`src/rtl/pac_motion_ctrl.sv`:
```
// pac_motion_ctrl
//   Pac-Man motion controller. Decodes direction requests from the keypad and
//   the PS/2 keyboard, buffers one pending turn, and advances the sprite one
//   pixel per step tick. Every turn and every forward step is first cleared
//   through a req/ack query to an external collision checker.
//
// Configuration macro: TUNNEL_WRAP_EN
//   defined   : stepping off X_MIN/X_MAX wraps to the opposite edge
//   undefined : X saturates at X_MIN/X_MAX and the blocked step clears moving
//
// Ports
//   clk, rst          clock, asynchronous active-low reset
//   run               motion enable (ticks ignored while low)
//   key_code/ready    keypad scan code and level-valid
//   ps2_code/ready    PS/2 scan code and level-valid (wins on a tie)
//   chk_req           collision query request (Moore)
//   chk_x/y/dir       query position and direction, stable while chk_req=1
//   chk_ack/clear     checker answer; clear valid only with ack
//   pac_x/pac_y       sprite position
//   dir               heading: 00 up, 01 down, 10 left, 11 right
//   moving            last step succeeded
//   turn_pending      a buffered turn is waiting
module pac_motion_ctrl #(
  parameter int unsigned XW       = 10,
  parameter int unsigned YW       = 9,
  parameter int unsigned X_INIT   = 320,
  parameter int unsigned Y_INIT   = 146,
  parameter int unsigned X_MIN    = 0,
  parameter int unsigned X_MAX    = 639,
  parameter int unsigned STEP_DIV = 262144
) (
  input  logic          clk,
  input  logic          rst,
  input  logic          run,
  input  logic [4:0]    key_code,
  input  logic          key_ready,
  input  logic [7:0]    ps2_code,
  input  logic          ps2_ready,
  output logic          chk_req,
  output logic [XW-1:0] chk_x,
  output logic [YW-1:0] chk_y,
  output logic [1:0]    chk_dir,
  input  logic          chk_ack,
  input  logic          chk_clear,
  output logic [XW-1:0] pac_x,
  output logic [YW-1:0] pac_y,
  output logic [1:0]    dir,
  output logic          moving,
  output logic          turn_pending
);

  localparam int unsigned CW = (STEP_DIV > 2) ? $clog2(STEP_DIV) : 1;
  localparam logic [CW-1:0] LP_CNT_LAST = CW'(STEP_DIV - 1);
  localparam logic [XW-1:0] LP_X_MIN    = XW'(X_MIN);
  localparam logic [XW-1:0] LP_X_MAX    = XW'(X_MAX);

  typedef enum logic [1:0] {
    S_IDLE,
    S_CHK_TURN,
    S_CHK_LINE,
    S_MOVE
  } state_t;

  state_t        r_state;
  logic [CW-1:0] r_cnt;
  logic          r_key_rdy_d;
  logic          r_ps2_rdy_d;
  logic [XW-1:0] r_x;
  logic [YW-1:0] r_y;
  logic [1:0]    r_dir;
  logic [1:0]    r_pend_dir;
  logic          r_turn_pending;
  logic          r_moving;
  logic          r_chk_req;
  logic [1:0]    r_chk_dir;

  logic          w_tick;
  logic          w_key_vld;
  logic [1:0]    w_key_dir;
  logic          w_ps2_vld;
  logic [1:0]    w_ps2_dir;
  logic          w_code_vld;
  logic [1:0]    w_code_dir;
  logic          w_turn_ok;
  logic [1:0]    w_dir_nxt;
  logic [1:0]    w_pend_dir_nxt;
  logic          w_tp_nxt;
  logic [XW-1:0] w_x_nxt;
  logic [YW-1:0] w_y_nxt;
  logic          w_step_ok;

  assign w_tick = (r_cnt == LP_CNT_LAST);

  // Rising-edge scan-code decode, one detector per source.
  always_comb begin
    w_key_vld = 1'b0;
    w_key_dir = 2'b00;
    if (key_ready && !r_key_rdy_d) begin
      case (key_code)
        5'h0C:   begin w_key_vld = 1'b1; w_key_dir = 2'b10; end
        5'h0E:   begin w_key_vld = 1'b1; w_key_dir = 2'b11; end
        5'h09:   begin w_key_vld = 1'b1; w_key_dir = 2'b00; end
        5'h11:   begin w_key_vld = 1'b1; w_key_dir = 2'b01; end
        default: begin w_key_vld = 1'b0; w_key_dir = 2'b00; end
      endcase
    end
  end

  always_comb begin
    w_ps2_vld = 1'b0;
    w_ps2_dir = 2'b00;
    if (ps2_ready && !r_ps2_rdy_d) begin
      case (ps2_code)
        8'h6B:   begin w_ps2_vld = 1'b1; w_ps2_dir = 2'b10; end
        8'h74:   begin w_ps2_vld = 1'b1; w_ps2_dir = 2'b11; end
        8'h75:   begin w_ps2_vld = 1'b1; w_ps2_dir = 2'b00; end
        8'h72:   begin w_ps2_vld = 1'b1; w_ps2_dir = 2'b01; end
        default: begin w_ps2_vld = 1'b0; w_ps2_dir = 2'b00; end
      endcase
    end
  end

  assign w_code_vld = w_ps2_vld | w_key_vld;
  assign w_code_dir = w_ps2_vld ? w_ps2_dir : w_key_dir;

  // Heading / pending-turn update. An accepted turn applies the direction that
  // was actually queried; a fresh key event in the same cycle takes priority.
  // Pending is only retired if it was not overwritten while the query ran.
  always_comb begin
    w_turn_ok      = (r_state == S_CHK_TURN) && chk_ack && chk_clear;
    w_dir_nxt      = r_dir;
    w_pend_dir_nxt = r_pend_dir;
    w_tp_nxt       = r_turn_pending;
    if (w_turn_ok) begin
      w_dir_nxt = r_chk_dir;
      if (r_pend_dir == r_chk_dir) w_tp_nxt = 1'b0;
    end
    if (w_code_vld) begin
      if (w_code_dir == r_dir) begin
        w_tp_nxt = 1'b0;
      end else if (w_code_dir == {r_dir[1], ~r_dir[0]}) begin
        w_dir_nxt = w_code_dir;
        w_tp_nxt  = 1'b0;
      end else begin
        w_pend_dir_nxt = w_code_dir;
        w_tp_nxt       = 1'b1;
      end
    end
  end

  // One-pixel step in the current heading with edge handling.
  always_comb begin
    w_x_nxt   = r_x;
    w_y_nxt   = r_y;
    w_step_ok = 1'b1;
    case (r_dir)
      2'b00: begin
        if (r_y == '0) w_step_ok = 1'b0;
        else           w_y_nxt   = r_y - YW'(1);
      end
      2'b01: begin
        if (r_y == '1) w_step_ok = 1'b0;
        else           w_y_nxt   = r_y + YW'(1);
      end
      2'b10: begin
        if (r_x == LP_X_MIN) begin
`ifdef TUNNEL_WRAP_EN
          w_x_nxt   = LP_X_MAX;
`else
          w_step_ok = 1'b0;
`endif
        end else begin
          w_x_nxt = r_x - XW'(1);
        end
      end
      default: begin
        if (r_x == LP_X_MAX) begin
`ifdef TUNNEL_WRAP_EN
          w_x_nxt   = LP_X_MIN;
`else
          w_step_ok = 1'b0;
`endif
        end else begin
          w_x_nxt = r_x + XW'(1);
        end
      end
    endcase
  end

  always_ff @(posedge clk or negedge rst) begin
    if (!rst) begin
      r_state        <= S_IDLE;
      r_cnt          <= '0;
      r_key_rdy_d    <= 1'b0;
      r_ps2_rdy_d    <= 1'b0;
      r_x            <= XW'(X_INIT);
      r_y            <= YW'(Y_INIT);
      r_dir          <= 2'b00;
      r_pend_dir     <= 2'b00;
      r_turn_pending <= 1'b0;
      r_moving       <= 1'b0;
      r_chk_req      <= 1'b0;
      r_chk_dir      <= 2'b00;
    end else begin
      r_key_rdy_d    <= key_ready;
      r_ps2_rdy_d    <= ps2_ready;
      r_cnt          <= w_tick ? '0 : r_cnt + CW'(1);
      r_dir          <= w_dir_nxt;
      r_pend_dir     <= w_pend_dir_nxt;
      r_turn_pending <= w_tp_nxt;
      case (r_state)
        S_IDLE: begin
          if (w_tick && run) begin
            r_chk_req <= 1'b1;
            if (r_turn_pending) begin
              r_state   <= S_CHK_TURN;
              r_chk_dir <= r_pend_dir;
            end else begin
              r_state   <= S_CHK_LINE;
              r_chk_dir <= w_dir_nxt;
            end
          end
        end
        S_CHK_TURN: begin
          if (chk_ack) begin
            r_state   <= S_CHK_LINE;
            r_chk_dir <= w_dir_nxt;
          end
        end
        S_CHK_LINE: begin
          if (chk_ack) begin
            r_chk_req <= 1'b0;
            if (chk_clear) begin
              r_state <= S_MOVE;
            end else begin
              r_moving <= 1'b0;
              r_state  <= S_IDLE;
            end
          end
        end
        S_MOVE: begin
          r_x      <= w_x_nxt;
          r_y      <= w_y_nxt;
          r_moving <= w_step_ok;
          r_state  <= S_IDLE;
        end
        default: begin
          r_chk_req <= 1'b0;
          r_state   <= S_IDLE;
        end
      endcase
    end
  end

  assign chk_req      = r_chk_req;
  assign chk_x        = r_x;
  assign chk_y        = r_y;
  assign chk_dir      = r_chk_dir;
  assign pac_x        = r_x;
  assign pac_y        = r_y;
  assign dir          = r_dir;
  assign moving       = r_moving;
  assign turn_pending = r_turn_pending;

endmodule
```
`config.mk`:
```
export PLATFORM = sky130hd
export DESIGN_NAME = pac_motion_ctrl
export DESIGN_NICKNAME = d
export VERILOG_FILES = /design/src/rtl/pac_motion_ctrl.sv
export SDC_FILE = /design/constraint.sdc
export NUM_CORES = 1
export LEC_CHECK = 0
export CAP_MARGIN = 30
export CORE_AREA = 2 2 96 98
export CTS_BUF_LIST = sky130_fd_sc_hd__clkbuf_16
export DETAILED_ROUTE_END_ITERATION = 12
export DIE_AREA = 0 0 98 100
export GPL_ROUTABILITY_DRIVEN = 0
export HOLD_SLACK_MARGIN = 0.02
export PLACE_DENSITY = 0.62
export SKIP_CTS_REPAIR_TIMING = 1
export SLEW_MARGIN = 10
export SYNTH_ARGS = -nofsm -noshare
export SYNTH_HDL_FRONTEND = slang
export SYNTH_SLANG_ARGS = --single-unit
```
`constraint.sdc`:
```
create_clock -name clk -period 7 [get_ports clk]
set_input_delay 1.4 -clock clk [delete_from_list [all_inputs] [get_ports clk]]
set_output_delay 1.4 -clock clk [all_outputs]
set_load 0.05 [all_outputs]
```
==> results.tsv <==
metric	value	unit
status	finished, final reports clean	
Vias/cell	5.45	
max-cap viol count	0	
setup slack, reg-to-reg	3760	ps
clk_skew	4.49	ps
layout overhead on the synthesized area	22.8	%
RR Startpoint	dir[0]	
pin count of the biggest net entering global routing	51	
r2r worst-path depth	9	
Psw	800	uW
Synth Instances	373	
cell taking the most area after synthesis	dfrtp_1	
final wirelength	7400	um
PortBufs	64	
Die Footprint	9800	um^2
H-tree Lvls	2	
clock buffer depth	2	
logic gate share of total power	0.568	
crit end category	flop	
CP arrival	3740	ps
1st-pass router iterations	4	
dpl ws	3140	ps
Max VDD drop	0.312	mV
crit path launch type	input pin	
switching share of power	0.475	
IO Count	65	
hold endpoint	r_cnt[12]	
Hold Path Class	flop to flop	
initial antenna violation count	0	
crit path kind	input pin to flop	
Final ANT Viol Nets	0	
root buffer cell	clkbuf_16	
Syn Nets	411	
final std cells w/o fill	530	
ranking of synthesized cells by area	dfrtp_1, ha_1, xor2_1, nand2_1, buf_4	
nets@finish	456	
Worst-path clk slew	60	ps
FMAX	280	MHz
reg-to-reg endpoint	chk_x[8]	
Die W	98	um
cell-internal power	884	uW
HPWL Detailed	5470	um
WL per Instance	14.0	um
synthesized flop and latch total	50	
Clk pwr share	0.160	
layout cell share with drive strength beyond 1	0.0621	
n_diodes	0	
critical-path cell list	clkdlybuf4s50_1 > or3b_1 > a2111o_1 > a31o_1 > mux2i_4 > o31ai_1 > or3_1	
Worst Hold Depth	1	
Post-synth ARST share	1.00	
post-synth top area share	0.331	
worst slew pin tran	917	ps
final hold vios	0	
CORE AREA	8890	um^2
fin. max-slew vios	0	
min-delay src	r_cnt[12]	
DR iter-0 viols	138	
sequential share of power	0.272	
CP required	7170	ps
total grt overflow	0	
slowest stage delay, CP	530	ps
Final WS setup	3430	ps
Vias	2887	
TritonCTS Sinks	50	
power per standard cell area	403	nW/um^2
P_leak	1.76	nW
Worst path slowest cell	a2111o_1	
site row count	35	
Primary FF master, synth	dfrtp_1	
RSZ-0062 raised after global routing	no	
Max Fanout on Critical Path	6	
Initial Utilization	0.383	
CTS tree	yes	
final core occ	0.470	
Clk Latency, worst-skew pair	290	ps
# setup viols final	0	
synth unique cells	61	
headroom to the max-slew limit	0.387	
DRC violations left	0	
post-route cell area	4180	um^2
register area share after synthesis	0.369	
GR Util All Layers	0.154	
Post-synth EDFFs	0	
die height	100	um
placed cell areas	4020	um^2
Fillers	867	
setup TNS	0	ps
Mapped Area	3400	um^2
minimum clock period	3570	ps
cell total after placement	522	
post-synthesis average cell area	9.13	um^2
vias in the first global route	2656	
first-pass GRT wire length	12700	um
Synth Warn #	0	
Tcrit/Tclk final	0.510	
TritonCTS Buffers	5	
[flip-flops by register name, summed over array words and instances, names as in the netlist]
register      cells
turn_pending      1
dir               2
r_cnt            18
r_ps2_rdy_d       1
chk_dir           2
chk_y             9
chk_x            10
moving            1
r_key_rdy_d       1
chk_req           1
r_state           2
r_pend_dir        2
[power groups by stage]
| stage | combinational (mW) | clock [mW] | sequential, mW |
|---|---|---|---|
| floorplan | 0.577 | 0 | 0.612 |
| global placement | 0.947 | 0 | 0.460 |
| detailed placement | 0.956 | 0 | 0.465 |
| CTS | 0.960 | 0.281 | 0.460 |
| global route | 1.04 | 0.292 | 0.474 |
| finish | 0.956 | 0.270 | 0.457 |
[cell families (layout without fill, tap and decap cells)]
logic type                 count (synthesis)  in the layout  synth area share
AOI/OAI and AO/OA                         82             82             0.166
xor gates and xnor gates                  29             29            0.0746
adders and majority gates                 18             18            0.0706
buffers and inverters                     41             87            0.0662
DFF                                       50             50             0.369
muxes                                      7              7            0.0250
and+or+nand+nor                          146            146             0.229
[through the flow]
step                      hold WS, ps  power [mW]
after floorplan                   455        1.19
after detailed placement          489        1.42
after global placement            478        1.41
after global routing              526        1.80
after CTS                         499        1.70
final                             492        1.68
[cell type report]
cell class / count / area (um^2) / area share
Clock inverter: 3 / 37.5 / 0.00898
Multi-Input combinational cell: 282 / 1920 / 0.460
Timing Repair Buffer: 66 / 651 / 0.156
Clock buffer: 5 / 125 / 0.0299
Inverter: 13 / 48.8 / 0.0117
Sequential cell: 50 / 1260 / 0.301
Tap cell: 111 / 139 / 0.0332
[metal layers]
metal | vias up | share of wire | track usage
li1 | 1437 | - | -
met4 | 0 | 0.0081 | 0.0321
met1 | 1384 | 0.49 | 0.219
met3 | 5 | 0.036 | 0.0237
met5 | - | 0 | 0
met2 | 61 | 0.46 | 0.252
[cells in the mapped netlist (all sizes together), types with 9 or more instances]
library cell  count
dfrtp            45
nand2            39
o21ai            23
nor2             21
buf              19
xor2             18
ha               16
a21oi            15
nand3            15
inv              13
nand4            11
xnor2            11
clkbuf            9
nor3              9
[critical path: cells and delay by family]
kind	cells	cell delay, ps
multiplexers	1	190
AND/OR/NAND/NOR	2	760
buffers and inverters	1	480
AO/OA/AOI/OAI	3	910
[how the worst max path moves through the flow]
stage / from / to / slack (ps) / depth (start not counted)
final: ps2_code[0] / chk_dir[0] / 3430 / 7
after global routing: ps2_code[0] / chk_dir[0] / 3360 / 7
after CTS: ps2_code[0] / chk_dir[0] / 3440 / 7
after detailed placement: ps2_code[0] / chk_dir[0] / 3140 / 7
after global placement: ps2_code[0] / chk_dir[0] / 3190 / 7
after floorplan: ps2_code[0] / chk_dir[0] / 3750 / 6
[cell usage in the layout, fill, tap and decap left out, types with 5 or more instances in the layout]
master / instances
clkdlybuf4s50_1: 63
dfrtp_1: 45
nand2_1: 39
o21ai_0: 23
nor2_1: 21
xor2_1: 18
ha_1: 16
inv_1: 15
nand3_1: 15
a21oi_1: 15
nand4_1: 11
xnor2_1: 11
nor3_1: 9
o31ai_1: 7
and3_1: 6
nand2b_1: 5
dfstp_2: 5
clkbuf_16: 5
(Power assumes the default switching activity.)
